## src/rtl/nibble_parity_rx.sv

```systemverilog
// Serial receiver for start / 4 data / parity / stop nibble frames with parity and framing checks.
// Optional parity-error counter enabled by defining NIBBLE_PARITY_RX_ERR_CNT_EN.
module nibble_parity_rx #(
    parameter bit PARITY_ODD = 1'b0,
    parameter bit IDLE_LVL   = 1'b1
) (
    input  logic       i_clk,
    input  logic       i_rst_n,
    input  logic       i_bit_en,
    input  logic       i_ser,
    output logic [3:0] o_data,
    output logic       o_valid,
    output logic       o_par_err,
    output logic       o_frm_err,
    output logic       o_busy,
    output logic [7:0] o_err_cnt
);

    typedef enum logic [1:0] {
        ST_IDLE   = 2'd0,
        ST_DATA   = 2'd1,
        ST_PARITY = 2'd2,
        ST_STOP   = 2'd3
    } state_t;

    state_t     state_r, state_next_s;
    logic [1:0] cnt_r, cnt_next_s;
    logic [3:0] shift_r, shift_next_s;
    logic       rp_r, rp_next_s;
    logic       ep_r, ep_next_s;
    logic       rearm_r, rearm_next_s;
    logic [3:0] data_r, data_next_s;
    logic       valid_r, valid_next_s;
    logic       par_err_r, par_err_next_s;
    logic       frm_err_r, frm_err_next_s;
    logic       busy_r, busy_next_s;

    function automatic logic exp_parity(input logic [3:0] d, input logic odd);
        return (^d) ^ odd;
    endfunction

    // State and datapath registers.
    always_ff @(posedge i_clk or negedge i_rst_n) begin
        if (!i_rst_n) begin
            state_r   <= ST_IDLE;
            cnt_r     <= 2'd0;
            shift_r   <= 4'd0;
            rp_r      <= 1'b0;
            ep_r      <= 1'b0;
            rearm_r   <= 1'b0;
            data_r    <= 4'd0;
            valid_r   <= 1'b0;
            par_err_r <= 1'b0;
            frm_err_r <= 1'b0;
            busy_r    <= 1'b0;
        end else begin
            state_r   <= state_next_s;
            cnt_r     <= cnt_next_s;
            shift_r   <= shift_next_s;
            rp_r      <= rp_next_s;
            ep_r      <= ep_next_s;
            rearm_r   <= rearm_next_s;
            data_r    <= data_next_s;
            valid_r   <= valid_next_s;
            par_err_r <= par_err_next_s;
            frm_err_r <= frm_err_next_s;
            busy_r    <= busy_next_s;
        end
    end

    // Next-state and strobe logic; strobes default low so each lasts one clock.
    always_comb begin
        state_next_s   = state_r;
        cnt_next_s     = cnt_r;
        shift_next_s   = shift_r;
        rp_next_s      = rp_r;
        ep_next_s      = ep_r;
        rearm_next_s   = rearm_r;
        data_next_s    = data_r;
        valid_next_s   = 1'b0;
        par_err_next_s = 1'b0;
        frm_err_next_s = 1'b0;
        if (i_bit_en) begin
            case (state_r)
                ST_IDLE: begin
                    // After a framing error the line must go idle before a new start is honoured.
                    if (rearm_r) begin
                        rearm_next_s = (i_ser != IDLE_LVL);
                    end else if (i_ser != IDLE_LVL) begin
                        state_next_s = ST_DATA;
                        cnt_next_s   = 2'd0;
                    end else begin
                        state_next_s = ST_IDLE;
                    end
                end
                ST_DATA: begin
                    shift_next_s = {shift_r[2:0], i_ser};
                    cnt_next_s   = cnt_r + 2'd1;
                    if (cnt_r == 2'd3) begin
                        state_next_s = ST_PARITY;
                    end else begin
                        state_next_s = ST_DATA;
                    end
                end
                ST_PARITY: begin
                    rp_next_s    = i_ser;
                    ep_next_s    = exp_parity(shift_r, PARITY_ODD);
                    state_next_s = ST_STOP;
                end
                ST_STOP: begin
                    if (i_ser == IDLE_LVL) begin
                        data_next_s    = shift_r;
                        valid_next_s   = 1'b1;
                        par_err_next_s = rp_r ^ ep_r;
                        rearm_next_s   = 1'b0;
                    end else begin
                        frm_err_next_s = 1'b1;
                        rearm_next_s   = 1'b1;
                    end
                    state_next_s = ST_IDLE;
                end
                default: begin
                    state_next_s = ST_IDLE;
                end
            endcase
        end else begin
            state_next_s = state_r;
        end
        busy_next_s = (state_next_s != ST_IDLE);
    end

`ifdef NIBBLE_PARITY_RX_ERR_CNT_EN
    logic [7:0] err_cnt_r;

    // Saturating parity-error counter, advanced on the edge that raises the error strobe.
    always_ff @(posedge i_clk or negedge i_rst_n) begin
        if (!i_rst_n) begin
            err_cnt_r <= 8'd0;
        end else if (valid_next_s && par_err_next_s && (err_cnt_r != 8'hFF)) begin
            err_cnt_r <= err_cnt_r + 8'd1;
        end else begin
            err_cnt_r <= err_cnt_r;
        end
    end

    assign o_err_cnt = err_cnt_r;
`else
    assign o_err_cnt = 8'h00;
`endif

    assign o_data    = data_r;
    assign o_valid   = valid_r;
    assign o_par_err = par_err_r;
    assign o_frm_err = frm_err_r;
    assign o_busy    = busy_r;

endmodule

```

## config.mk

```make
export PLATFORM = sky130hd
export DESIGN_NAME = nibble_parity_rx
export DESIGN_NICKNAME = d
export VERILOG_FILES = /design/src/rtl/nibble_parity_rx.sv
export SDC_FILE = /design/constraint.sdc
export NUM_CORES = 1
export LEC_CHECK = 0
export CORE_MARGIN = 8
export CORE_UTILIZATION = 30
export CTS_BUF_LIST = sky130_fd_sc_hd__clkbuf_4
export DETAILED_ROUTE_END_ITERATION = 10
export DONT_BUFFER_PORTS = 1
export PLACE_DENSITY = 0.51
export SLEW_MARGIN = 40
export SYNTH_ARGS = -nofsm -noshare
export SYNTH_HDL_FRONTEND = slang
export SYNTH_SLANG_ARGS = --single-unit
```

## constraint.sdc

```tcl
create_clock -name i_clk -period 2.6 [get_ports i_clk]
set_input_delay 0.39 -clock i_clk [delete_from_list [all_inputs] [get_ports i_clk]]
set_output_delay 0.39 -clock i_clk [all_outputs]
set_load 0.03 [all_outputs]
```

Word-level counts from Yosys, hierarchy flattened
Index checks and enable logic that the tools add are counted.
{"block": "word_totals", "ram_bits": 0, "latch_bits": 0, "wordCells": 49, "inputBits": 4, "output_inout_bits": 16, "romBits": 0, "memories": 0, "reg_bits": 19}
{"block": "classes", "n_div": 0, "reduce_logical": 10, "order_cmp": 0, "eq_ne": 6, "bitwise": 2, "mux": 19, "n_addsub": 1, "multipliers": 0, "n_shift": 0}
{"operator": "1-bit 2-to-1 mux", "n": 11}
{"operator": "2-bit 2-to-1 mux", "n": 5}
{"operator": "2-bit one-hot mux with 4 select lines", "n": 1}
{"operator": "2-bit equality test, second input constant", "n": 3}
{"operator": "2-bit AND reduction", "n": 3}
{"operator": "2-bit nonzero test", "n": 3}
{"operator": "2-bit != test, second input constant", "n": 2}
{"operator": "2-bit one-hot mux with 2 select lines", "n": 1}
{"operator": "4-bit AND reduction", "n": 1}
{"operator": "4-bit XOR reduction", "n": 1}
{"operator": "3-bit AND reduction", "n": 1}
{"operator": "2-bit by 1-bit adder with 2-bit output, second input constant", "n": 1}
{"operator": "2-bit by 1-bit equality test with 1-bit output, second input constant", "n": 1}
{"operator": "2-bit logical NOT", "n": 1}
{"operator": "1-bit one-hot mux with 2 select lines", "n": 1}
{"operator": "1-bit inverter", "n": 1}
{"operator": "1-bit bitwise XOR", "n": 1}

Depth between registers and ports, before layout
Gate-level depths: netlist of the first run.
{"block": "depth", "depth_word": 5, "depth_mapped": 5}

Worst setup path before layout of the first run
OpenSTA, ideal clock, no wires.
{"block": "synth_timing", "path_type": "register to register", "start": "register state_r[0]", "end": "register cnt_r[0]", "t_arrival_ns": 1.321, "path_stages_with_launch": 6, "path_buffers": 0, "synth_period_minus_slack_ns": 1.445, "setup_slack_ns": 1.155, "t_required_ns": 2.475, "setup_ns": 0.125, "path_cell_list": "dfrtp_1 inv_1 ha_1 nor3b_1 o21ai_1 mux2_2"}
{"block": "synth_via", "elab_chain_cells": 3}
{"item": "start, declared", "line_no": "26", "rtl": "state_t state_r, state_next_s;"}
{"item": "start signal, assigned", "line_no": "57", "rtl": "state_r <= state_next_s;"}
{"item": "2-bit by 1-bit equality test with 1-bit output or 2-bit logical NOT (tied branches)", "line_no": "84", "rtl": "case (state_r)"}
{"item": "2-bit nonzero test (no line) or 2-bit != test (tied branches)"}
{"item": "4-bit AND reduction (no line)"}
{"item": "end signal, assigned", "line_no": "58", "rtl": "cnt_r <= cnt_next_s;"}
{"item": "end, declared", "line_no": "27", "rtl": "logic [1:0] cnt_r, cnt_next_s;"}
Several ways; a longest one is shown, not always the timed one.
A chain may end at the register's enable or synchronous reset.

Worst setup path after layout of the first run
Same ends and word-level chain as after synthesis.

==> results of run 1 <==
final timing paths:
path                       depth (start not counted)                    to
max in group asynchronous                          1      ep_r$_DFFE_PN0P_
hold reg to reg                                    2      ep_r$_DFFE_PN0P_
min in group i_clk                                 1   rearm_r$_DFFE_PN0P_
hold / removal                                     1   o_frm_err$_DFF_PN0_
setup reg to reg                                   5  cnt_r[0]$_DFFE_PN0P_
setup / recovery                                   5  cnt_r[0]$_DFFE_PN0P_
metal layers:
metal,global-route usage,routed length [um]
met1,0.0779,706
met2,0.0903,622
met3,0.0358,165
met4,0.0340,18
met5,0,0
sequential cells by signal, indices dropped and copies added (netlist names):
name,flops
rp_r,1
state_r,2
ep_r,1
o_data,4
cnt_r,2
rearm_r,1
o_par_err,1
shift_r,4
o_busy,1
o_frm_err,1
o_valid,1
cells in the final DEF, fill, tap and decap left out:
cell	synthesis	final
a21oi_1	5	5
buf_2	0	1
o211ai_1	1	1
nand3_1	1	1
nor2b_1	3	3
nand2_1	4	4
clkinv_2	0	1
mux2i_1	1	1
o21ai_0	2	2
o21ai_1	1	1
dfrtp_1	19	19
ha_1	7	7
and3b_1	1	1
conb_1	1	8
clkbuf_4	0	3
mux2_2	10	10
inv_1	6	6
nor4bb_1	1	1
nor3b_1	1	1
a2bb2oi_1	1	1
nand2b_1	1	1
a21bo_2	1	1
nor2_1	1	1
xnor2_1	4	4
where the power goes:
part / leakage [nW] / internal (W) / switching, W
logic: 0.224 / 0.000157 / 0.000129
registers: 0.251 / 0.000370 / 0.0000948
clock network: 0.0177 / 0.0000572 / 0.0000936
area by class of cell:
class,instances,area [um^2]
inverter,6,22.5
fill,310,2030
sequential,19,475
timing repair buffer,1,5.00
clock buffer,3,22.5
multi-input combinational,54,417
clock inverter,1,5.00
tap,44,55.1
worst max-delay path, stage by stage (launching register included):
cell and delay [ps]:
dfrtp_1 440, inv_1 110, ha_1 220, nor3b_1 140, o21ai_1 220, mux2_2 360
through the flow:
| stage | power, W | cells |
|---|---|---|
| after floorplan | 0.000709 | 87 |
| after global placement | 0.000749 | 123 |
| after detailed placement | 0.000754 | 123 |
| after CTS | 0.000915 | 128 |
| after global routing | 0.000978 | 128 |
| final | 0.000901 | 128 |
logic make-up after synthesis:
kind of cell	share of synthesized area
mux	0.129
flops	0.501
xor+xnor	0.0369
compound gates	0.0699
simple gates	0.0792
other cells	0.00395
fa+ha+maj	0.0923
buf+inv	0.0871
==> flow_summary.ini, run 1 <==
[logic_synthesis]
ys_warn_count = 0
synth_top_area_cell = dfrtp_1
seq_area_frac_synth = 0.501
synth_common_cells = dfrtp_1 (19), mux2_2 (10), buf_4 (8), ha_1 (7), inv_1 (6)
syn_inst = 80
synth.area.top_cells = dfrtp_1 (50%), mux2_2 (12%), ha_1 (9.2%)
avgSynthCellArea_um2 = 11.9
synth.most_common_cell = dfrtp_1
synth.top_cell.area_share = 0.501
netlist_area_um2 = 948
synth.distinct_cells = 22
synthArstFlopShare = 1.00
synth_edf_count = 0
synth-seq-cells = 19
ys.flop_type = dfrtp_1

[min_path]
hold_class = in -> async

[sta]
period_needed_ps = 1600
final_hold_viol_count = 0
finalWorstSetupSlack_ps = 1000
drv_slew = 0
hold_ws_ps = 15.0
finalSetupTns_ps = 0
skew_ps = 1.58
rsz0062_at_grt = no
clock.fmax_ghz = 0.627
finalSetupViolations = 0
period_share = 0.614

[routing]
avgViaCountPerCell = 3.99
wl_um = 1510
num_vias = 511
drt_iter0_markers = 5
dr.pass1.iters = 2
post-route-drc-count = 0
wl_per_cell_um = 11.8
antenna_left = 0

[clock_tree]
clk_path_buf_depth = 2
cts_buffers = 3
h-tree-depth = 1
clkSinkCount = 19
cts_setup_buffers = 0
hold_buffers = 1
cts_resized = 0
cts_tree = built
clk_latency_ps = 290
clkSlewWorstSetupHoldPaths_ps = 110
cts_root_buf = clkbuf_4

[finish]
final_util = 0.331
final_area_mm2 = 0.00100
final_nets = 96
antenna-diode-count = 0
drive_gt1_frac = 0.190
area_growth_pct = 5.67

[floorplan]
core_area_mm2 = 0.00303
fp.dieW_um = 72.2
die_area_mm2 = 0.00522
start_util = 0.313
die_h_um = 72.2
io_pins = 20
num_rows = 20

[placement]
placed_area_um2 = 970
hpwl_um = 1140
routabilityCongestion = 0.753
preCtsSetupSlack_ps = 1020
io_buffer_count = 0

[critical_path]
critPathLaunchType = flop
path_class = reg -> reg
cp.arrival_ps = 1790
endpoint_kind = flop
r2r_start = state_r[0]$_DFF_PN0_
crit_fanout = 5
startpoint = state_r[0]$_DFF_PN0_
crit_required_ps = 2790
rrSetupSlack_ps = 1000

[global_routing]
grt_antenna_before_repair = 0
grt_pass1_vias = 533
grt_pass1_wl_um = 2600
grt_max_degree = 20
grt_usage = 0.0651
grt_overflow = 0

[job]
drv_cap = 0

[power_and_ir_drop]
ir_drop_v = 0.000188
p_leak_nw = 0.493
powerDensity_mw_per_mm2 = 899

[outcome]
status = completed
Power figures use the tool's default switching activity.
==> run 2: changes to the inputs <==
--- a/config.mk
+++ b/config.mk
@@ -10,7 +10,7 @@
 export CTS_BUF_LIST = sky130_fd_sc_hd__clkbuf_4
 export DETAILED_ROUTE_END_ITERATION = 10
 export DONT_BUFFER_PORTS = 1
-export PLACE_DENSITY = 0.51
+export PLACE_DENSITY = 0.52
 export SLEW_MARGIN = 40
 export SYNTH_ARGS = -nofsm -noshare
 export SYNTH_HDL_FRONTEND = slang
==> constraint.sdc (replaced) <==
create_clock -name i_clk -period 1.4 [get_ports i_clk]
set_input_delay 0.21 -clock i_clk [delete_from_list [all_inputs] [get_ports i_clk]]
set_output_delay 0.21 -clock i_clk [all_outputs]
set_load 0.03 [all_outputs]
==> flow_summary.ini, run 2 (same netlist as run 1, synthesis figures left out) <==
[critical_path]
cp_slowest_cell = dfrtp_2
reg2reg_depth = 4
path_class = reg -> reg
crit_fanout = 5
max_stage_delay_ps = 470
startpoint = state_r[0]$_DFF_PN0_
critPathLaunchType = flop
r2r-end = cnt_r[0]$_DFFE_PN0P_
critPathBufInv = 0
endpoint_kind = flop
crit_chain = ha_2 > nor2b_2 > o21ai_2 > mux2_4
cp.arrival_ps = 1600
crit_required_ps = 1590
r2r_start = state_r[0]$_DFF_PN0_
rrSetupSlack_ps = -8
crit_family = flip-flops

[power_and_ir_drop]
p_sw_frac = 0.350
seq_power_share = 0.484
p_int_w = 0.00117
pwr-share-comb = 0.362
clkPwrFrac = 0.153
ir_drop_v = 0.000307
total_power_w = 0.00180
powerDensity_mw_per_mm2 = 1620
p_leak_nw = 0.532
p_switching_w = 0.000630

[routing]
post-route-drc-count = 0
wl_per_cell_um = 12.3
drt_iter0_markers = 6
antenna_left = 0
wl_um = 1640
num_vias = 574
avgViaCountPerCell = 4.28
dr.pass1.iters = 2

[finish]
area_growth_pct = 17.2
antenna-diode-count = 0
final_cell_mix = dfrtp_1 (18), mux2_2 (9), conb_1 (8)
drive_gt1_frac = 0.367
final_common_cell = dfrtp_1
final_nets = 102

[clock_tree]
clk_latency_ps = 290
clkSlewWorstSetupHoldPaths_ps = 110
h-tree-depth = 1
cts_root_buf = clkbuf_4
cts_tree = built
clk_path_buf_depth = 2
cts_buffers = 3
clkSinkCount = 19

[global_routing]
grt_overflow = 0
grt_pass1_wl_um = 2770
grt_max_degree = 20
grt_pass1_vias = 578
grt_antenna_before_repair = 0
grt_usage = 0.0690

[sta]
finalWorstSetupSlack_ps = -8.23
drv_slew = 0
rsz0062_at_grt = yes
final_hold_viol_count = 0
finalSetupTns_ps = -8.23
period_needed_ps = 1410
clock.fmax_ghz = 0.710
skew_ps = 3.69
finalSetupViolations = 1
period_share = 1.01

[floorplan]
fp.dieW_um = 72.2
die_h_um = 72.2
core_area_mm2 = 0.00303
die_area_mm2 = 0.00522
num_rows = 20
start_util = 0.313
io_pins = 20

[job]
drv_cap = 0

[min_path]
holdPathEnd = shift_r[0]$_DFFE_PN0P_
hold_start = i_ser
hold_depth = 1
hold_class = in -> reg

[outcome]
violations = setup timing
status = finished, violations left

[placement]
io_buffer_count = 0
preCtsSetupSlack_ps = -51.2
hpwl_um = 1160
routabilityCongestion = 0.820
==> run 2: changes by cell type in the layout (fill, tap and decap cells not counted), moves of 2 or more <==
cell / delta
a21oi_1: -2
a21oi_2: +2
buf_4: +4
dlygate4sd3_1: +2
ha_1: -2
inv_1: -2
==> run 2: how the worst max path moves through the flow <==
| stage | endpoint | slack [ps] | depth (start not counted) |
|---|---|---|---|
| 2_1_floorplan | cnt_r[0]$_DFFE_PN0P_ | -4 | 5 |
| 3_3_place_gp | cnt_r[0]$_DFFE_PN0P_ | -10 | 5 |
| 3_5_place_dp | cnt_r[0]$_DFFE_PN0P_ | -50 | 5 |
| 4_1_cts | cnt_r[0]$_DFFE_PN0P_ | -9 | 5 |
| 5_1_grt | cnt_r[0]$_DFFE_PN0P_ | -80 | 5 |
| 6_report | cnt_r[0]$_DFFE_PN0P_ | -8 | 4 |
==> run 2: cell type report <==
cell class                 count  area [um^2]
sequential                    19          477
clock buffer                   3         22.5
timing repair buffer           7         55.1
tap                           44         55.1
multi-input combinational     54          472
inverter                       6         25.0
fill                         303         1920
clock inverter                 1         5.00
==> run 2: metrics by stage <==
step / std cells / instance area (um^2) / hold slack, ps / utilization
after detailed placement: 126 / 995 / -84.7 / 0.329
final: 134 / 1110 / 59.0 / 0.367
after floorplan: 87 / 977 / -85.6 / -
after global routing: 134 / 1110 / 39.3 / 0.367
after CTS: 133 / 1090 / 47.6 / 0.359
after global placement: 126 / 995 / -84.9 / 0.329
==> run 2: what timing repair did <==
action,in CTS,in global routing
hold buffers,2,1
endpoints found under the setup margin,6,6
setup buffers,1,0
pin swaps,2,2
hold endpoints to repair,20,19
resized for setup,7,6
==> run 2: metal layers <==
| metal | track usage | routed length [um] | vias to the layer above |
|---|---|---|---|
| li1 | - | - | 272 |
| met1 | 0.0759 | 675 | 288 |
| met2 | 0.112 | 857 | 12 |
| met3 | 0.0152 | 71 | 2 |
| met4 | 0.0544 | 38 | 0 |
| met5 | 0 | 0 | - |
==> run 2: worst register-to-register path: stages, from the launching register on <==
cell and delay (ps):
dfrtp_2 470, ha_2 220, nor2b_2 160, o21ai_2 150, mux2_4 310
==> run 2: power by group through the flow <==
stage	combinational, W	sequential [W]	clock (W)
2_1_floorplan	0.000478	0.000845	0
3_3_place_gp	0.000532	0.000874	0
3_5_place_dp	0.000540	0.000879	0
4_1_cts	0.000626	0.000866	0.000287
5_1_grt	0.000742	0.000895	0.000308
6_report	0.000653	0.000873	0.000276
